===== src/rtl/wb_arbiter_if.sv =====
// Result-source and register-file write bus seen by wb_arbiter.
// The slave modport is the arbiter's view; master is the traffic side.
interface wb_arbiter_if #(
  parameter int NUM_SRC    = 4,
  parameter int NUM_REG    = 8,
  parameter int REG_BIT    = 16,
  parameter int NUM_W_PORT = 2,
  parameter int FIFO_DEPTH = 2
);
  localparam int REG_ID_BIT = $clog2(NUM_REG);
  localparam int CNT_BIT    = $clog2(FIFO_DEPTH) + 1;

  logic [NUM_SRC-1:0]               src_vld;
  logic [NUM_SRC-1:0]               src_rdy;
  logic [NUM_SRC*REG_ID_BIT-1:0]    src_addr;
  logic [NUM_SRC*REG_BIT-1:0]       src_data;
  logic [NUM_W_PORT-1:0]            wr_vld;
  logic [NUM_W_PORT-1:0]            wr_rdy;
  logic [NUM_W_PORT*REG_ID_BIT-1:0] wr_addr;
  logic [NUM_W_PORT*REG_BIT-1:0]    wr_data;
  logic [NUM_SRC*CNT_BIT-1:0]       fifo_cnt;

  modport slave (
    input  src_vld, src_addr, src_data, wr_rdy,
    output src_rdy, wr_vld, wr_addr, wr_data, fifo_cnt
  );

  modport master (
    output src_vld, src_addr, src_data, wr_rdy,
    input  src_rdy, wr_vld, wr_addr, wr_data, fifo_cnt
  );
endinterface


===== src/rtl/wb_arbiter.sv =====
// Write-back arbiter: per-source FIFOs, round-robin grant onto NUM_W_PORT write ports, 1-cycle latency.
// src_rdy drops when a FIFO is full; WB_DROP_R0_EN discards accepted writes to register 0.
module wb_arbiter #(
  parameter int NUM_SRC    = 4,
  parameter int NUM_REG    = 8,
  parameter int REG_BIT    = 16,
  parameter int NUM_W_PORT = 2,
  parameter int FIFO_DEPTH = 2
) (
  input  logic          clk,
  input  logic          rst_n,
  wb_arbiter_if.slave   bus
);
  localparam int REG_ID_BIT = $clog2(NUM_REG);
  localparam int PTR_BIT    = $clog2(FIFO_DEPTH);
  localparam int CNT_BIT    = PTR_BIT + 1;
  localparam int SRC_BIT    = (NUM_SRC > 1) ? $clog2(NUM_SRC) : 1;

  typedef struct packed {
    logic [REG_ID_BIT-1:0] addr;
    logic [REG_BIT-1:0]    data;
  } ent_t;

  ent_t                  mem_q  [NUM_SRC][FIFO_DEPTH];
  logic [PTR_BIT-1:0]    wptr_q [NUM_SRC];
  logic [PTR_BIT-1:0]    rptr_q [NUM_SRC];
  logic [CNT_BIT-1:0]    cnt_q  [NUM_SRC];
  logic [SRC_BIT-1:0]    rr_q, rr_d;

  ent_t                  in_ent [NUM_SRC];
  ent_t                  head   [NUM_SRC];
  logic [NUM_SRC-1:0]    full, enq, pop;

  logic [NUM_W_PORT-1:0] wr_vld;
  logic [REG_ID_BIT-1:0] wr_addr_a [NUM_W_PORT];
  logic [REG_BIT-1:0]    wr_data_a [NUM_W_PORT];

  for (genvar i = 0; i < NUM_SRC; i++) begin : g_src
    assign in_ent[i].addr = bus.src_addr[i*REG_ID_BIT +: REG_ID_BIT];
    assign in_ent[i].data = bus.src_data[i*REG_BIT +: REG_BIT];
    assign head[i]        = mem_q[i][rptr_q[i]];
    assign full[i]        = (cnt_q[i] == CNT_BIT'(FIFO_DEPTH));
    // Ready depends on occupancy only, so a same-cycle pop never lets a full FIFO accept.
    assign bus.src_rdy[i] = !full[i];
`ifdef WB_DROP_R0_EN
    assign enq[i] = bus.src_vld[i] && !full[i] && (in_ent[i].addr != '0);
`else
    assign enq[i] = bus.src_vld[i] && !full[i];
`endif
    assign bus.fifo_cnt[i*CNT_BIT +: CNT_BIT] = cnt_q[i];
  end

  for (genvar p = 0; p < NUM_W_PORT; p++) begin : g_port
    assign bus.wr_addr[p*REG_ID_BIT +: REG_ID_BIT] = wr_addr_a[p];
    assign bus.wr_data[p*REG_BIT +: REG_BIT]       = wr_data_a[p];
  end
  assign bus.wr_vld = wr_vld;

  // Scan from rr_q; each non-empty head takes the next free port unless an
  // earlier grant this cycle already targets the same register.
  always_comb begin
    int   np;
    int   s;
    int   nxt;
    logic clash;
    wr_vld = '0;
    pop    = '0;
    rr_d   = rr_q;
    np     = 0;
    s      = 0;
    nxt    = 0;
    clash  = 1'b0;
    for (int p = 0; p < NUM_W_PORT; p++) begin
      wr_addr_a[p] = '0;
      wr_data_a[p] = '0;
    end
    for (int j = 0; j < NUM_SRC; j++) begin
      s = int'(rr_q) + j;
      if (s >= NUM_SRC) s = s - NUM_SRC;
      clash = 1'b0;
      for (int p = 0; p < NUM_W_PORT; p++) begin
        if (p < np && wr_addr_a[p] == head[s].addr) clash = 1'b1;
      end
      if (cnt_q[s] != '0 && np < NUM_W_PORT && !clash) begin
        wr_vld[np]    = 1'b1;
        wr_addr_a[np] = head[s].addr;
        wr_data_a[np] = head[s].data;
        if (bus.wr_rdy[np]) begin
          pop[s] = 1'b1;
          nxt    = (s + 1 == NUM_SRC) ? 0 : s + 1;
          rr_d   = SRC_BIT'(nxt);
        end
        np = np + 1;
      end
    end
  end

  always_ff @(posedge clk or negedge rst_n) begin
    if (!rst_n) begin
      rr_q <= '0;
      for (int i = 0; i < NUM_SRC; i++) begin
        wptr_q[i] <= '0;
        rptr_q[i] <= '0;
        cnt_q[i]  <= '0;
      end
    end else begin
      rr_q <= rr_d;
      for (int i = 0; i < NUM_SRC; i++) begin
        if (enq[i]) wptr_q[i] <= wptr_q[i] + 1'b1;
        if (pop[i]) rptr_q[i] <= rptr_q[i] + 1'b1;
        case ({enq[i], pop[i]})
          2'b10:   cnt_q[i] <= cnt_q[i] + 1'b1;
          2'b01:   cnt_q[i] <= cnt_q[i] - 1'b1;
          default: cnt_q[i] <= cnt_q[i];
        endcase
      end
    end
  end

  always_ff @(posedge clk) begin
    for (int i = 0; i < NUM_SRC; i++) begin
      if (enq[i]) mem_q[i][wptr_q[i]] <= in_ent[i];
    end
  end
endmodule


===== src/flat_wrapper.sv =====
// flat-port wrapper written by rule: the top's interface ports become plain ports
module wb_arbiter_flat 
#(
  parameter int NUM_SRC    = 4,
  parameter int NUM_REG    = 8,
  parameter int REG_BIT    = 16,
  parameter int NUM_W_PORT = 2,
  parameter int FIFO_DEPTH = 2
)
  (clk, rst_n, bus_src_vld, bus_src_addr, bus_src_data, bus_wr_rdy, bus_src_rdy, bus_wr_vld, bus_wr_addr, bus_wr_data, bus_fifo_cnt);
  wb_arbiter_if #(.NUM_SRC(NUM_SRC), .NUM_REG(NUM_REG), .REG_BIT(REG_BIT), .NUM_W_PORT(NUM_W_PORT), .FIFO_DEPTH(FIFO_DEPTH)) bus_i ();
  input  logic clk;
  input  logic rst_n;
  input wire logic [$bits(bus_i.src_vld)-1:0] bus_src_vld;
  input wire logic [$bits(bus_i.src_addr)-1:0] bus_src_addr;
  input wire logic [$bits(bus_i.src_data)-1:0] bus_src_data;
  input wire logic [$bits(bus_i.wr_rdy)-1:0] bus_wr_rdy;
  output wire logic [$bits(bus_i.src_rdy)-1:0] bus_src_rdy;
  output wire logic [$bits(bus_i.wr_vld)-1:0] bus_wr_vld;
  output wire logic [$bits(bus_i.wr_addr)-1:0] bus_wr_addr;
  output wire logic [$bits(bus_i.wr_data)-1:0] bus_wr_data;
  output wire logic [$bits(bus_i.fifo_cnt)-1:0] bus_fifo_cnt;
  assign bus_i.src_vld = bus_src_vld;
  assign bus_i.src_addr = bus_src_addr;
  assign bus_i.src_data = bus_src_data;
  assign bus_i.wr_rdy = bus_wr_rdy;
  assign bus_src_rdy = bus_i.src_rdy;
  assign bus_wr_vld = bus_i.wr_vld;
  assign bus_wr_addr = bus_i.wr_addr;
  assign bus_wr_data = bus_i.wr_data;
  assign bus_fifo_cnt = bus_i.fifo_cnt;
  wb_arbiter #(.NUM_SRC(NUM_SRC), .NUM_REG(NUM_REG), .REG_BIT(REG_BIT), .NUM_W_PORT(NUM_W_PORT), .FIFO_DEPTH(FIFO_DEPTH)) u_core (.clk(clk), .rst_n(rst_n), .bus(bus_i));
endmodule

===== config.mk =====
export PLATFORM = sky130hd
export DESIGN_NAME = wb_arbiter_flat
export DESIGN_NICKNAME = d
export VERILOG_FILES = /design/src/rtl/wb_arbiter_if.sv /design/src/rtl/wb_arbiter.sv /design/src/flat_wrapper.sv
export SDC_FILE = /design/constraint.sdc
export NUM_CORES = 1
export LEC_CHECK = 0
export CORE_MARGIN = 2
export CORE_UTILIZATION = 56
export DETAILED_ROUTE_END_ITERATION = 8
export GPL_TIMING_DRIVEN = 0
export PLACE_DENSITY_LB_ADDON = 0.2
export SLEW_MARGIN = 20
export SYNTH_ARGS = -nofsm -noshare
export SYNTH_HDL_FRONTEND = slang
export SYNTH_SLANG_ARGS = --single-unit

===== constraint.sdc =====
create_clock -name clk -period 8.45 [get_ports clk]
set_input_delay 1.69 -clock clk [delete_from_list [all_inputs] [get_ports clk]]
set_output_delay 1.69 -clock clk [all_outputs]
set_load 0.02 [all_outputs]

==> results.ini, run 1 <==
[run_status]
status = complete, no violations

[synth]
ys_seq_area_frac = 0.505
synth_edf_count = 152
synth-main-ff-cell = edfxtp_1
synth.distinct_cells = 66
netlist_instances = 938
syn_nets = 1034
syn_area_per_cell_sq_um = 10.6
synth_top_cell_area_share = 0.460
ys_ff_latch = 170
async_reset_ff_frac = 0.106
netlist_area_sq_mm = 0.00993
synth_warnings = 0
yosysTopAreaCell = edfxtp_1
synth_area_leaders = edfxtp_1 (46%), mux2i_1 (9.9%), dfrtp_1 (4.5%)

[timing]
hold_viol = 0
final_max_slew_viol_count = 0
skew_ps = 11.8
tightest_slew_ps = 1070
rsz0062_at_grt = yes
finalSetupViolCount = 0
clock.fmax_mhz = 120
fin_ws_ps = 86.8
relSlewSlack = 0.285
fin_crit_sh = 0.990
fin_crit_ps = 8360

[clock_network]
ctsHoldBuffers = 0
h-tree-depth = 4
insertion_delay_ps = 450
cts_tree = done
cts_buffer_depth = 2
cts_made_buffers = 17
cts_root_buffer = clkbuf_16
cts.clk_slew.worst_paths_ps = 70
cts.sinks = 170

[global_routing]
grt_antenna_before_repair = 1
grt_pass1_wl_microns = 44800
grt_max_degree = 20
grt_pass1_vias = 8024
track_usage = 0.328
gr-total-overflow = 0

[detailed_routing]
drc = 0
vias = 8375
wire_per_inst_microns = 22.6
ant_nets = 0
finalWirelength_microns = 30100
drt-initial-drc-count = 971
viasPerCell = 6.27
first_pass_iters = 6

[setup_path]
cp.arrival_ps = 6670
r2r_end = u_core.bus.fifo_cnt[1]
r2r-start = u_core.rr_q[1]
startpoint_type = register
reg2reg_setup_slack_ps = 2250
required_ps = 6760
reg2reg_depth = 20
critPathKind = reg -> out
worst-path-max-fanout = 19
cp-end-kind = output port

[finish]
final_common_cell = edfxtp_1
syn_to_final_growth_pct = 23.9
utilization = 0.712
fill_cells = 1322
nets = 1193
drive_gt1_frac = 0.0919
layout_common_cells = edfxtp_1 (152), nor2_1 (111), nand2_1 (99), clkdlybuf4s50_1 (99), mux2i_1 (94)
diodes = 0

[die]
ios = 136
die_x_microns = 137
fp.dieH_microns = 137
initial_core_util = 0.574
dieArea_sq_mm = 0.0188
core_area_sq_mm = 0.0173
num_rows = 48

[place]
hpwl_microns = 22100
portBuffers = 135
dp_slack_ps = -958
routabilityCongestion = 1.02

[hold_path]
hold_path_depth = 1
min_delay_worst_endpoint = u_core.wptr_q[2]
hp-class = reg -> reg
worstHoldStart = u_core.wptr_q[2]

[flow_run]
cap_viol_max_count = 0

## worst max-delay path: stages, from the launching register on
cell and delay, ps:
dfrtp_2 490, buf_6 190, inv_8 150, clkbuf_8 220, ha_1 290, clkbuf_4 220, nor2b_1 160, a22oi_1 220
nand2_1 150, xnor2_1 230, a41o_2 260, buf_4 220, inv_1 60, ha_1 220, or4_1 520, buf_2 210
o221a_2 280, xnor2_1 160, a211oi_1 70, a41o_2 380, nor2_4 240, nand3_4 220, mux2i_1 370, clkdlybuf4s50_1 670
## per-layer routing
layer / GRT usage / share of wire / vias to the layer above
li1: - / - / 3800
met1: 0.418 / 0.39 / 3983
met2: 0.522 / 0.48 / 493
met3: 0.0604 / 0.077 / 97
met4: 0.192 / 0.056 / 2
met5: 0 / 0.00030 / -
## what timing repair did
action / 4_1_cts / 5_1_grt
endpoints found under the setup margin: 40 / 39
pin swaps: 0 / 2
setup buffers: 0 / 2
gates cloned: 0 / 0
gates resized for setup: 30 / 27
## synthesized netlist by cell type (all sizes together) (2+ instances only)
cell and n:
nor4b 4, a31oi 19, nand4 2, nor4bb 2, a22o 4, mux4 6
edfxtp 152, o211ai 4, o31a 16, a41o 2, mux2i 99, nor2 116
buf 19, nand3 2, or4 5, inv 7, a211oi 4, and3 4
a221o 4, a211o 3, nor2b 18, mux2 17, ha 12, a21oi 86
xor2 10, o21ai 50, clkbuf 48, a22oi 2, xnor2 21, nor3 23
dfrtp 18, nand2b 7, o221ai 18, and2 17, nand2 99, nor4 3
## state kept, by name, summed over array words and instances, names as in the netlist
signal	cells
u_core.mem_q	152
u_core.rr_q	2
u_core.wptr_q	4
u_core.rptr_q	4
u_core.bus.fifo_cnt	8
## worst max-delay path by stage
stage,slack [ps],start,end
4_1_cts,1,u_core.rr_q[0],bus_wr_data[13]
2_1_floorplan,1040,u_core.rr_q[0],bus_wr_addr[3]
3_5_place_dp,-960,u_core.rr_q[0],bus_wr_data[31]
3_3_place_gp,-970,u_core.rr_q[0],bus_wr_data[31]
5_1_grt,-90,u_core.rr_q[1],bus_wr_data[21]
6_report,90,u_core.rr_q[0],bus_wr_data[21]
## cell type report
| type | count | area (sq um) | area share |
|---|---|---|---|
| flip-flops and latches | 170 | 5020 | 0.408 |
| multi-input cells | 693 | 4630 | 0.376 |
| plain buffers | 66 | 312 | 0.0253 |
| repair buffers | 141 | 1440 | 0.117 |
| well taps | 225 | 282 | 0.0229 |
| inverters | 8 | 45.0 | 0.00366 |
| clock buffers | 17 | 425 | 0.0346 |
| clock inverters | 15 | 153 | 0.0124 |
## through the flow
step	TNS [ps]	cells	cell area (sq um)	hold slack, ps
floorplan	0	938	9930	461
global placement	-33090	1298	11600	477
detailed placement	-32580	1302	11600	509
CTS	0	1333	12200	523
global route	-196	1335	12300	532
finish	0	1335	12300	523
## logic make-up (layout without fill, tap and decap cells)
kind of cell | after synthesis | in the layout | synth area share
and+or+nand+nor | 305 | 305 | 0.141
AOI/OAI and AO/OA | 223 | 223 | 0.145
DFF | 170 | 170 | 0.505
muxes | 122 | 122 | 0.133
buffers and inverters | 75 | 247 | 0.0329
xor gates and xnor gates | 31 | 31 | 0.0281
adders and majority gates | 12 | 12 | 0.0151
Power of run 1 is not shown: default switching activity piles up to over one toggle a cycle in this logic, so the estimate is an artifact.
==> inputs of run 2 (changes only) <==
--- a/config.mk
+++ b/config.mk
@@ -5,8 +5,10 @@
 export SDC_FILE = /design/constraint.sdc
 export NUM_CORES = 1
 export LEC_CHECK = 0
+export ABC_CLOCK_PERIOD_IN_PS = 8450
 export CORE_MARGIN = 2
-export CORE_UTILIZATION = 56
+export CORE_UTILIZATION = 57
+export CTS_BUF_LIST = sky130_fd_sc_hd__clkbuf_8
 export DETAILED_ROUTE_END_ITERATION = 8
 export GPL_TIMING_DRIVEN = 0
 export PLACE_DENSITY_LB_ADDON = 0.2
==> run 2 against run 1 <==
  * Core utilization decreased by 0.86 points
  * Sequential cell count unchanged
  * Die area decreased by 1.7%
  * Cell area decreased by 1.9%
  * Clock skew increased by 13 ps
  * Highest routed layer is now met4
  * Worst setup slack improved by 160 ps
  * Wire length decreased by 2.2%
==> results.ini, run 2 (synthesis gave the netlist of run 1 again) <==
[global_routing]
gr-total-overflow = 0  ; unchanged
grt_pass1_vias = 8053  ; +0.36%
track_usage = 0.324  ; -0.00359
grt_max_degree = 20  ; unchanged
grt_antenna_before_repair = 0  ; -1
grt_pass1_wl_microns = 44200  ; -1.4%

[place]
hpwl_microns = 22100  ; about the same
routabilityCongestion = 1.00  ; -1.8%
portBuffers = 135  ; unchanged

[finish]
largest_reg_flops = 152  ; unchanged
nets = 1192  ; -0.084%
syn_to_final_growth_pct = 21.6
layout_common_cells = edfxtp_1 (152), nor2_1 (111), nand2_1 (99), clkdlybuf4s50_1 (96), mux2i_1 (91)
drive_gt1_frac = 0.103  ; +0.0109
diodes = 0  ; unchanged
final_common_cell = edfxtp_1

[die]
initial_core_util = 0.578  ; +0.00402
num_rows = 48  ; unchanged
core_area_sq_mm = 0.0172  ; -0.69%
dieArea_sq_mm = 0.0185  ; -1.7%
fp.dieH_microns = 136  ; -0.85%
ios = 136  ; unchanged
die_x_microns = 136  ; -0.85%

[detailed_routing]
ant_nets = 0  ; unchanged
vias = 8376  ; +0.012%
viasPerCell = 6.28  ; about the same
finalWirelength_microns = 29500  ; -2.2%
wire_per_inst_microns = 22.1  ; -2.1%
drc = 0  ; unchanged
first_pass_iters = 5  ; -1
drt-initial-drc-count = 1024  ; +5.5%

[timing]
skew_ps = 24.7  ; +12.8 ps
final_max_slew_viol_count = 0  ; unchanged
rsz0062_at_grt = yes
fin_crit_sh = 0.971  ; -0.0184
fin_hold_ws_ps = 514  ; -8.88 ps
finalSetupViolCount = 0  ; unchanged
relSlewSlack = 0.324  ; +0.0385
hold_viol = 0  ; unchanged
clock.fmax_mhz = 122  ; +1.9%
tns_ps = 0  ; unchanged
fin_crit_ps = 8210  ; -155 ps
tightest_slew_ps = 1010  ; -57.7 ps

[clock_network]
ctsHoldBuffers = 0  ; unchanged
cts_made_buffers = 17  ; unchanged
cts_root_buffer = clkbuf_8
cts_tree = done
insertion_delay_ps = 480  ; +30 ps
cts.sinks = 170  ; unchanged
h-tree-depth = 4  ; unchanged
cts.clk_slew.worst_paths_ps = 110  ; +40 ps
cts_buffer_depth = 2  ; unchanged

[setup_path]
cp-end-kind = output port
required_ps = 6760  ; about the same
critPathKind = reg -> out
startpoint_type = register
worst-path-max-fanout = 19  ; unchanged
cp.arrival_ps = 6520  ; -150 ps
r2r-start = u_core.rr_q[0]
critPathLaunch = u_core.rr_q[0]

[hold_path]
worstHoldStart = u_core.wptr_q[1]
hp-class = reg -> reg

[flow_run]
cap_viol_max_count = 0  ; unchanged

[run_status]
status = complete, no violations

==> run 2: cell types whose count changed in the layout (fill, tap and decap cells not counted), sizes merged, moves of 2 or more <==
cell and change:
inv +3, clkdlybuf4s50 -3, clkbuf +11, dlymetal6s2s +8
clkinv -2, dlygate4sd2 -16
==> run 2: worst paths after layout <==
check / endpoint / slack, ps / cells past startpoint
min in group asynchronous: u_core.wptr_q[0] / 1710 / 1
max in group asynchronous: u_core.rr_q[0] / 6130 / 1
min reg2reg: u_core.wptr_q[1] / 510 / 1
max: bus_wr_data[31] / 240 / 24
max reg2reg: u_core.bus.fifo_cnt[1] / 1970 / 25
min: u_core.wptr_q[1] / 510 / 1
==> run 2: worst max-delay path, stage by stage, from the launching register on <==
cell      delay, ps
dfrtp_2         500
buf_4           210
inv_6           180
clkbuf_8        230
ha_1            280
buf_2           210
nor2b_1         170
a22oi_1         220
nand2_1         160
xnor2_1         200
a41o_2          290
clkbuf_4        270
inv_1            60
ha_1            220
or4_1           520
buf_2           200
o221a_2         280
xnor2_1         140
a211oi_1         70
a41o_2          370
nor2_4          190
nand3_4         220
buf_6           260
mux2i_1         300
clkbuf_2        240
==> run 2: stage by stage <==
stage          instances   util  area [sq um]  setup WS [ps]
3_3_place_gp        1298  0.673         11600           -904
5_1_grt             1334  0.703         12100          -12.6
4_1_cts             1333  0.700         12000           6.21
2_1_floorplan        938      -          9930           1040
6_report            1334  0.703         12100            242
3_5_place_dp        1302  0.676         11600           -896
==> run 2: layout make-up <==
cell class / instances / area (sq um)
well taps: 225 / 282
inverters: 8 / 38.8
clock inverters: 15 / 133
fillers: 1352 / 5100
repair buffers: 140 / 1420
plain buffers: 66 / 305
flip-flops and latches: 170 / 5020
clock buffers: 17 / 234
multi-input cells: 693 / 4650
==> run 2: repair_timing <==
item,CTS,global route
setup buffers,0,1
endpoints found under the setup margin,40,40
pin swaps,0,1
gates resized for setup,24,58
==> run 2: metal layers <==
layer / global-route usage / vias up / share of wire
met5: 0 / - / 0
met4: 0.162 / 0 / 0.047
met1: 0.412 / 3998 / 0.39
met2: 0.542 / 490 / 0.49
li1: - / 3802 / -
met3: 0.0485 / 86 / 0.073
Power of run 2 is left out for the same reason.
